`config.mk`:
```
export PLATFORM = sky130hd
export DESIGN_NAME = usb_tx_bitstuff_nrzi
export DESIGN_NICKNAME = d
export VERILOG_FILES = /design/src/rtl/usb_tx_pkg.sv /design/src/rtl/usb_tx_bitstuff_nrzi.sv
export SDC_FILE = /design/constraint.sdc
export NUM_CORES = 1
export LEC_CHECK = 0
export ABC_AREA = 0
export CAP_MARGIN = 20
export CORE_UTILIZATION = 50
export DETAILED_ROUTE_END_ITERATION = 6
export DONT_BUFFER_PORTS = 1
export PLACE_DENSITY_LB_ADDON = 0.25
export SYNTH_ARGS = -nofsm -noshare
export SYNTH_HDL_FRONTEND = slang
export SYNTH_SLANG_ARGS = --single-unit
```
`constraint.sdc`:
```
create_clock -name clk -period 1.5 [get_ports clk]
set_input_delay 0.3 -clock clk [delete_from_list [all_inputs] [get_ports clk]]
set_output_delay 0.3 -clock clk [all_outputs]
set_load 0.01 [all_outputs]
```
`src/rtl/usb_tx_pkg.sv`:
```
// Shared types and line-state constants for the USB transmit bit-stuffer / NRZI encoder.
// Optional build macro: USB_TX_LOW_SPEED_EN selects low-speed J/K polarity.
package usb_tx_pkg;

    typedef enum logic [2:0] {
        ST_IDLE     = 3'd0,
        ST_DATA     = 3'd1,
        ST_EOP_SE0A = 3'd2,
        ST_EOP_SE0B = 3'd3,
        ST_EOP_J    = 3'd4
    } state_t;

    localparam int unsigned CNT_W       = 3;
    localparam int unsigned STUFF_LIMIT = 6;

    // Line states packed as {dp, dm}
`ifdef USB_TX_LOW_SPEED_EN
    localparam logic [1:0] LINE_J = 2'b01;
    localparam logic [1:0] LINE_K = 2'b10;
`else
    localparam logic [1:0] LINE_J = 2'b10;
    localparam logic [1:0] LINE_K = 2'b01;
`endif
    localparam logic [1:0] LINE_SE0 = 2'b00;

    // NRZI toggle between the two differential data states
    function automatic logic [1:0] line_toggle(input logic [1:0] line);
        return (line == LINE_J) ? LINE_K : LINE_J;
    endfunction

endpackage

```
`src/rtl/usb_tx_bitstuff_nrzi.sv`:
```
// USB transmit back end: bit stuffing, NRZI line coding and EOP generation.
// Optional build macro: USB_TX_LOW_SPEED_EN (low-speed J/K polarity, via usb_tx_pkg).
module usb_tx_bitstuff_nrzi
    import usb_tx_pkg::*;
(
    input  logic clk,
    input  logic nRST,
    input  logic bit_tick,
    input  logic tx_start,
    input  logic bit_in,
    input  logic bit_avail,
    input  logic pkt_end,
    output logic bit_req,
    output logic dp,
    output logic dm,
    output logic oe,
    output logic busy,
    output logic done,
    output logic tx_err
);

    state_t             state_q;
    logic [CNT_W-1:0]   ones_q;
    logic [1:0]         line_q;
    logic               oe_q;
    logic               busy_q;
    logic               done_q;
    logic               err_q;
    logic               stuff_due;

    assign stuff_due = (ones_q == CNT_W'(STUFF_LIMIT));

    // Consume strobe: upstream shifts on the same edge that samples bit_in
    assign bit_req = bit_tick & (state_q == ST_DATA) & bit_avail & ~stuff_due;

    assign dp     = line_q[1];
    assign dm     = line_q[0];
    assign oe     = oe_q;
    assign busy   = busy_q;
    assign done   = done_q;
    assign tx_err = err_q;

    // Packet FSM with registered line drive; stuffing outranks end/underrun detection
    always_ff @(posedge clk) begin
        if (!nRST) begin
            state_q <= ST_IDLE;
            ones_q  <= '0;
            line_q  <= LINE_J;
            oe_q    <= 1'b0;
            busy_q  <= 1'b0;
            done_q  <= 1'b0;
            err_q   <= 1'b0;
        end else begin
            done_q <= 1'b0;
            err_q  <= 1'b0;
            case (state_q)
                ST_IDLE: begin
                    if (tx_start) begin
                        state_q <= ST_DATA;
                        line_q  <= LINE_J;
                        oe_q    <= 1'b1;
                        busy_q  <= 1'b1;
                        ones_q  <= '0;
                    end
                end
                ST_DATA: begin
                    if (bit_tick) begin
                        if (stuff_due) begin
                            line_q <= line_toggle(line_q);
                            ones_q <= '0;
                        end else if (bit_avail) begin
                            if (bit_in) begin
                                ones_q <= ones_q + CNT_W'(1);
                            end else begin
                                line_q <= line_toggle(line_q);
                                ones_q <= '0;
                            end
                        end else begin
                            state_q <= ST_EOP_SE0A;
                            line_q  <= LINE_SE0;
                            ones_q  <= '0;
                            err_q   <= ~pkt_end;
                        end
                    end
                end
                ST_EOP_SE0A: begin
                    if (bit_tick) begin
                        state_q <= ST_EOP_SE0B;
                        line_q  <= LINE_SE0;
                    end
                end
                ST_EOP_SE0B: begin
                    if (bit_tick) begin
                        state_q <= ST_EOP_J;
                        line_q  <= LINE_J;
                    end
                end
                ST_EOP_J: begin
                    if (bit_tick) begin
                        state_q <= ST_IDLE;
                        line_q  <= LINE_J;
                        oe_q    <= 1'b0;
                        busy_q  <= 1'b0;
                        done_q  <= 1'b1;
                    end
                end
                default: begin
                    state_q <= ST_IDLE;
                    line_q  <= LINE_J;
                    oe_q    <= 1'b0;
                    busy_q  <= 1'b0;
                    ones_q  <= '0;
                end
            endcase
        end
    end

endmodule

```
==> out/summary.txt <==
Status: complete, no violations
Critical path launch point type: flop
Nets@finish: 83
Layout cells sized above 1: 27.40%
Row count: 12
Pint: 0.7675 mW
RSZ-0062 raised after global routing: no
CP Data Arrival Time: 1.14 ns
CTS buffer count: 3
Clock share of power: 15.6%
Adder-Cell Fraction of Synth Area: 3.774%
Vias per cell: 5.770
Final setup vio count: 0
DR pass1 iterations: 3
Tcrit/Tclk final: 96.26%
Mux cell area share after synthesis: 6.038%
Synthesized area: 663.1 um2
N_diodes: 0
Fin util: 59.83%
Syn_nets: 80
CP max stage cell: dfxtp_2
Worst-skew pair later-pin latency: 0.26 ns
Die X-Extent: 38.42 um
Initial antenna violation count: 0
Switching Fraction: 39.54%
Switching Power: 0.5019 mW
Sequential power share: 37.8%
Routed wire length: 1273 um
Peak VDD IR: 0.0009351 V
Comb power frac: 46.5%
GP Congestion: 0.7036
Final Critical Period: 1.444 ns
Ys Warns: 0
Clock-pin slew on the worst setup and hold paths: 0.07 ns
Starting density of the core: 56.62%
Top post-synthesis cells by area: dfxtp_1 33%, mux2i_1 6.0%, nand2_1 4.0%
First-pass GRT wire length: 2028 um
Ys async rst share: 0%
Max_cap viols: 0
Clock buffer depth: 2
Total track usage: 20.78%
Synth Register Bits: 11
XOR/XNOR share of the synthesized area: 2.642%
Final Hold Viols: 0
Gr ovfl total: 0
Drt drc: 0
Crit path buffers/inverters: 1
Avg Cell Area, Syn: 9.340 um2
Iter 0 DRT Violations: 3
Share of the synthesized area in the top cell type: 33.21%
Largest area contributor in the netlist: dfxtp_1
Post-synthesis instance total: 71
PwrDens: 1812 nW/um2
Port bufs: 0
Max Slew Vio Count: 0
Maximum clock frequency: 692.6 MHz
Slew headroom: 79.97%
CTS tree: built
# IOs: 14
Pin count of the biggest net entering global routing: 12
CTS Sinks: 11
Yosys cell types: 39
Area Growth Syn to Fin: 5.660%
CP Class: flop to primary output
Post-synth EDFFs: 0
Sequential element share of the synthesized area: 33.21%
H-tree depth: 1
Worst Clk Skew: 0.004085 ns
Worst Tran Pin Value: 0.2977 ns
Post-synthesis compound-gate area fraction: 14.53%
Crit. End Element: primary output
Post-synthesis simple-gate area fraction: 31.89%
Vias post-DR: 502
Most common flop cell mapped by yosys: dfxtp_1
Core area: 1171 um2
Worst endpoint required time: 1.20 ns
Largest delay contributor family on the critical path: flip-flops
Area of the die: 1476 um2
Main combinational cell family by area after synthesis: simple AND/OR/NAND/NOR gates
Hpwl dp: 970.5 um
Min-delay worst type: input port to flop
Worst Path Max Fanout: 3
Leakage: 0.2727 nW
Cell Chain, Critical Path: inv_2 -> ha_2 -> nand2_2 -> and4_4
Total power: 1.269 mW
Worst path max stage delay: 0.34 ns
CTS root buf: clkbuf_4
Final setup TNS: 0 ns
Die height: 38.42 um
WL/cell: 14.63 um
Routed Antenna Nets: 0
Vias in the first global route: 478
cells in the mapped netlist, types with 2 or more instances:
master    instances
and4_1            2
nand3_1           2
nor2_1            3
nor2b_1           3
mux2i_1           4
dfxtp_1          11
a21oi_1           2
buf_6             2
inv_1             2
nand3b_1          2
nand2_1           7
buf_4             2
ha_1              2
nand4_1           2
final cells by class:
class                      count  area [um2]
tap                           14       17.52
clock buffer                   4       26.28
timing repair buffer           3       22.52
multi-input combinational     52       397.9
sequential                    11       225.2
fill                         112       470.5
inverter                       3       11.26
metrics by stage:
stage               worst slack, ns  std cells  hold WS [ns]  area (um2)
finish                      0.05612         87        0.1083       700.7
global route              0.0004965         87       0.08865       700.7
detailed placement          0.07350         82        0.3837       654.4
global placement             0.1131         82        0.3833       654.4
CTS                       0.0009994         87       0.09871       693.2
floorplan                    0.2425         71        0.3775       663.1
state kept, by name, indices dropped and copies added (netlist names):
signal and flops:
done 1, ones_q 3, state_q 3, tx_err 1, busy 1, line_q 2
repair_timing:
| action | 4_1_cts | 5_1_grt |
|---|---|---|
| setup buffers | 1 | 0 |
| resized for setup | 3 | 4 |
| pin swaps | 0 | 0 |
| setup endpoints to repair | 1 | 1 |
| hold buffers | 0 | 0 |
power groups by stage:
stage                     Clock [mW]  Combinational [mW]  Sequential [mW]
after floorplan                    0               0.581            0.414
after global routing           0.222               0.642            0.497
after CTS                      0.207               0.594            0.474
final                          0.199               0.591            0.480
after global placement             0               0.546            0.473
after detailed placement           0               0.568            0.476
layer usage:
layer | vias up | track usage (%) | wire length [um]
met5 | - | 0 | 0
met2 | 10 | 31.36 | 590
met3 | 2 | 7.558 | 58
met4 | 0 | 10.34 | 11
li1 | 255 | - | -
met1 | 235 | 25.81 | 612
placed cells by master (no fill, tap or decap), drive strengths merged, types with 3 or more instances in the layout:
cell type  synthesis  layout
a21oi              3       3
nand2              7       7
clkbuf             1       4
inv                3       3
nor2b              3       3
o21ai              3       3
mux2i              4       4
dfxtp             11      11
buf                4       3
nor2               4       4
logic make-up (layout without fill, tap and decap cells):
| family | count (synthesis) | in the layout |
|---|---|---|
| DFF | 11 | 11 |
| and+or+nand+nor | 33 | 33 |
| buffers and inverters | 8 | 10 |
| AOI/OAI and AO/OA | 11 | 11 |
| adders and majority gates | 2 | 2 |
| muxes | 4 | 4 |
| xor gates and xnor gates | 2 | 2 |
final timing paths:
path	start	cells after the start	to	slack, ns
setup / recovery	ones_q[0]	4	bit_req	0.06
hold / removal	pkt_end	1	tx_err	0.11
setup reg to reg	state_q[2]	4	ones_q[2]	0.16
hold reg to reg	ones_q[1]	2	ones_q[1]	0.50
(Power assumes the default switching activity.)
==> variant 1 (same settings) <==
Put a register stage on the outputs `bit_req`, `dp` and `dm`, with the module's reset. The values now appear one clock later. The other outputs are not delayed to match.
--- a/src/rtl/usb_tx_bitstuff_nrzi.sv
+++ b/src/rtl/usb_tx_bitstuff_nrzi.sv
@@ -33,6 +33,14 @@
     // Consume strobe: upstream shifts on the same edge that samples bit_in
-    assign bit_req = bit_tick & (state_q == ST_DATA) & bit_avail & ~stuff_due;
 
-    assign dp     = line_q[1];
-    assign dm     = line_q[0];
+    always_ff @(posedge clk) begin
+        if (!nRST) begin
+            bit_req <= '0;
+            dp      <= '0;
+            dm      <= '0;
+        end else begin
+            bit_req <= bit_tick & (state_q == ST_DATA) & bit_avail & ~stuff_due;
+            dp      <= line_q[1];
+            dm      <= line_q[0];
+        end
+    end
     assign oe     = oe_q;
Formal check against the unedited RTL: not equivalent (Yosys sat finds a counterexample within 4 cycles, from zero or initial values and one cycle with nRST low).
==> variant 1 against the original RTL <==
The flow now finishes with violations (negative setup slack); count of clock-buffer cells in the layout did not move; total power rose by 4.9%; area after synthesis rose by 2.3%; critical path depth did not move; sequential cell count rose by 3; routed wire length rose by 1.1%; setup slack got worse by 0.086 ns; non-clock buffer count rose by 5; design area rose by 11%; highest routed layer unchanged.
==> variant 1: results (changes against the original RTL) <==
worst_setup_path:
  critPathLaunch: "state_q[0]"  # was ones_q[0]
  worst_setup_path_end_kind: "flip-flop"  # was output pin
  cp.arrival_ns: 1.76  # was 1.14 ns
  path_delay_family: "simple AND/OR/NAND/NOR gates"  # was flip-flops
  crit_fanout: 5  # was 3
timing:
  skew_ns: 0.004212  # was 0.004085 ns
  tightest_slew_ns: 0.2919  # was 0.2977 ns
  setup_slack_ns: -0.03021  # was 0.05612 ns
  setup_viol: 1  # was 0
  fin_setup_tns_ns: -0.03021  # was 0 ns
yosys:
  synth_common_cells: "dfxtp_1, inv_1, nand2_1"  # was dfxtp_1, nand2_1, mux2i_1
  syn_area_per_cell_um2: 9.042  # was 9.340 µm²
  yosysSeqAreaShare: 0.4133  # was 0.3321
  syn-num-nets: 84  # was 80
  synthTopCellsByArea: "dfxtp_1, mux2i_1, inv_1"  # was dfxtp_1, mux2i_1, nand2_1
global_routing:
  gr-usage-met3: 0.06936  # was 0.07558
  grt_max_degree: 10  # was 12
  grt_pass1_vias: 490  # was 478
  grt_use_met2: 0.3375  # was 0.3136
cells_and_area:
  fin_util: 0.6582  # was 0.5983
  post_route_cells_drive_above_1_share: 0.2927  # was 0.2740
  nets: 92  # was 83
  fin_cells: 96  # was 87
placement:
  dpl_worst_slack_ns: -0.04877  # was 0.07350 ns
  place.gp.congestion: 0.7371  # was 0.7036
  hpwl_um: 875.6  # was 970.5 µm
  placed_cells: 90  # was 82
  placed_cell_area_um2: 705.7  # was 654.4 µm²
drt:
  drt_wl_total_um: 1287  # was 1273 µm
  firstDrtPassIters: 5  # was 3
clock_tree:
  clk_pin_slew_ns: 0.09  # was 0.07 ns
outcome:
  status: "finished, violations left"  # was completed
  violations: "negative setup slack"
power:
  vdd_drop_max_mv: 0.8668  # was 0.9351 mV
## variant 1: metal layers
metal | part of all wire | up-vias
li1 | - | 273
met1 | 0.46 | 238
met2 | 0.48 | 15
met3 | 0.049 | 2
met4 | 0.012 | 0
met5 | 0 | -
## variant 1: cell families after synthesis
logic type	count (synthesis)	share of synthesized area
buffers and inverters	12	0.09039
XOR/XNOR	2	0.02583
AO/OA/AOI/OAI	12	0.1181
flip-flops	14	0.4133
adder cells (fa/ha/maj)	2	0.03689
AND/OR/NAND/NOR	29	0.2565
multiplexers	4	0.05904
## variant 1: worst register-to-register path, delay by kind of cell, from the launching register on
kind	cells	cell delay [ns]
flip-flops	1	0.35
AND/OR/NAND/NOR	2	0.87
AO/OA/AOI/OAI	2	0.25
## variant 1: report_power, final
part | internal (mW) | switching (mW)
Sequential | 0.450 | 0.0705
Clock | 0.148 | 0.130
Combinational | 0.289 | 0.244
## variant 1: timing repair
item	in CTS	in global routing
pin swaps	0	1
gates cloned	0	0
resized for setup	2	8
hold buffers	0	0
buffers inserted	2	0
endpoints found under the setup margin	4	7
## variant 1: cell type report
type	instances	share of cell area
well taps	14	0.02244
clock buffers	4	0.04647
repair buffers	8	0.07692
multi-input cells	49	0.4583
inverters	7	0.03365
flip-flops and latches	14	0.3622
## variant 1: how the worst min path moves through the flow
stage	end	slack (ns)	cells past startpoint
floorplan	tx_err	0.38	1
global placement	tx_err	0.38	1
detailed placement	tx_err	0.38	1
CTS	tx_err	0.08	1
global route	tx_err	0.07	1
finish	tx_err	0.08	1
==> variant 2 (config.mk and constraints unchanged) <==
Without the edit above. Add a define of `USB_TX_LOW_SPEED_EN`.
--- a/src/rtl/usb_tx_pkg.sv
+++ b/src/rtl/usb_tx_pkg.sv
@@ -2,2 +2,4 @@
 // Optional build macro: USB_TX_LOW_SPEED_EN selects low-speed J/K polarity.
+`define USB_TX_LOW_SPEED_EN
+
 package usb_tx_pkg;
Function: changed (Yosys sat finds a counterexample within 4 cycles, from zero or initial values and one cycle with nRST low).
==> variant 2 against the original RTL <==
Setup slack got worse by 0.016 ns; design area decreased by 0.18%; area after synthesis fell by 1.7%; total power fell by 3.7%; routed wire length shrank 7.9%; sequential cell count stayed put; maximum frequency is 1.1% lower; count of clock-buffer cells in the layout is the same; largest power group unchanged.
==> variant 2: results (changes against the original RTL) <==
clock_tree:
  cts_root_buffer: "clkbuf_4"  # unchanged
  cts_buffers: 3  # unchanged
  clk_latency_ns: 0.26  # about the same
  clk_pin_slew_ns: 0.07  # about the same
  cts_buffer_depth: 2  # unchanged
  ctsHtreeMaxLevel: 1  # unchanged
timing:
  relSlewSlack: 0.8274  # was 0.7997
  skew_ns: 0.003906  # was 0.004085 ns
placement:
  placed_cell_area_um2: 643.1  # was 654.4 µm²
  hpwl_um: 833.6  # was 970.5 µm
  placed_cells: 84  # was 82
  dpl_worst_slack_ns: 0.05154  # was 0.07350 ns
  place.gp.congestion: 0.7511  # was 0.7036
  io_buffers: 0  # unchanged
drt:
  drt_iter0_markers: 2  # was 3
  firstDrtPassIters: 2  # was 3
  drt_wl_total_um: 1172  # was 1273 µm
  vias: 511  # was 502
cells_and_area:
  nFillCells: 112  # unchanged
  nets: 86  # was 83
  antenna_cells: 0  # unchanged
  fin_cells: 90  # was 87
  largestRegisters: "ones_q: 3 flops, state_q: 3 flops, line_q: 2 flops"  # unchanged
  post_route_cells_drive_above_1_share: 0.2500  # was 0.2740
global_routing:
  grt_usage: 0.1978  # was 0.2078
  grt_max_degree: 13  # was 12
  grt_pass1_vias: 463  # was 478
  antenna_found_initial: 0  # unchanged
  grt_pass1_wl_um: 1918  # was 2028 µm
yosys:
  syn-num-nets: 82  # was 80
  async_flop_share: 0  # unchanged
  syn_area_per_cell_um2: 8.930  # was 9.340 µm²
  synth_cell_types: 32  # was 39
  yosys_warnings: 0  # unchanged
  yosysSeqAreaShare: 0.3378  # was 0.3321
  ys_dominant_reg_cell: "dfxtp_1"  # unchanged
  synth_common_cells: "dfxtp_1, nand2_1, a21oi_1, nor2_1, mux2i_1"  # was dfxtp_1, nand2_1, mux2i_1
  synthTopCellsByArea: "dfxtp_1, mux2i_1, nand2_1"  # unchanged
power:
  p_sw_mw: 0.4641  # was 0.5019 mW
  vdd_drop_max_mv: 0.7211  # was 0.9351 mV
  power.leakage_nw: 0.2711  # was 0.2727 nW
worst_setup_path:
  crit_fanout: 3  # unchanged
  cp.arrival_ns: 1.16  # was 1.14 ns
worst_hold_path:
  hp-class: "input port to flip-flop"  # unchanged
outcome:
  status: "completed"  # unchanged
==> variant 2: critical path, cell delays in order, from the launching register on <==
cell,delay (ns)
dfxtp_2,0.34
inv_2,0.04
ha_2,0.19
nand2_2,0.08
and4_4,0.24
==> variant 2: worst paths after layout <==
kind,start,to,slack (ns),cells after the start
worst max-delay path,ones_q[0],bit_req,0.04,4
worst min-delay path,pkt_end,tx_err,0.11,1
worst max register to register,ones_q[0],state_q[0],0.10,6
worst min register to register,ones_q[1],ones_q[1],0.49,2
==> variant 2: power by group through the flow <==
stage	sequential (mW)	combinational (mW)	clock (mW)
floorplan	0.417	0.544	0
global placement	0.469	0.517	0
detailed placement	0.471	0.517	0
CTS	0.466	0.546	0.208
global route	0.484	0.626	0.216
finish	0.470	0.558	0.195
==> variant 2: per-layer routing <==
metal  vias to the layer above  routed length [µm]  share of wire  GRT usage
met1                       233                 564           0.48     0.2701
met2                        12                 543           0.46     0.2797
li1                        262                   -              -          -
met5                         -                   0              0          0
met4                         0                  17          0.015     0.1339
met3                         4                  46          0.039    0.03488
==> variant 2: kinds of logic (layout without fill, tap and decap cells) <==
logic type               Yosys count  count (layout)  share of synthesized area
AND/OR/NAND/NOR                   35              35                     0.3302
AO/OA/AOI/OAI                     11              11                     0.1248
flip-flops                        11              11                     0.3378
buffers and inverters              8              11                    0.08060
multiplexers                       4               4                    0.06142
adder cells (fa/ha/maj)            2               2                    0.03838
XOR/XNOR                           2               2                    0.02688
==> variant 2: layout make-up <==
class | count | area (µm²) | share of cell area
multi-input combinational | 54 | 390.4 | 0.5581
inverter | 3 | 11.26 | 0.01610
timing repair buffer | 4 | 30.03 | 0.04293
sequential | 11 | 224.0 | 0.3202
clock buffer | 4 | 26.28 | 0.03757
tap | 14 | 17.52 | 0.02504
==> variant 2: what timing repair did <==
action                     in CTS  in global routing
resized for setup               2                  6
setup endpoints to repair       1                  4
pin swaps                       2                  1
gates cloned                    0                  0
buffers inserted                1                  1
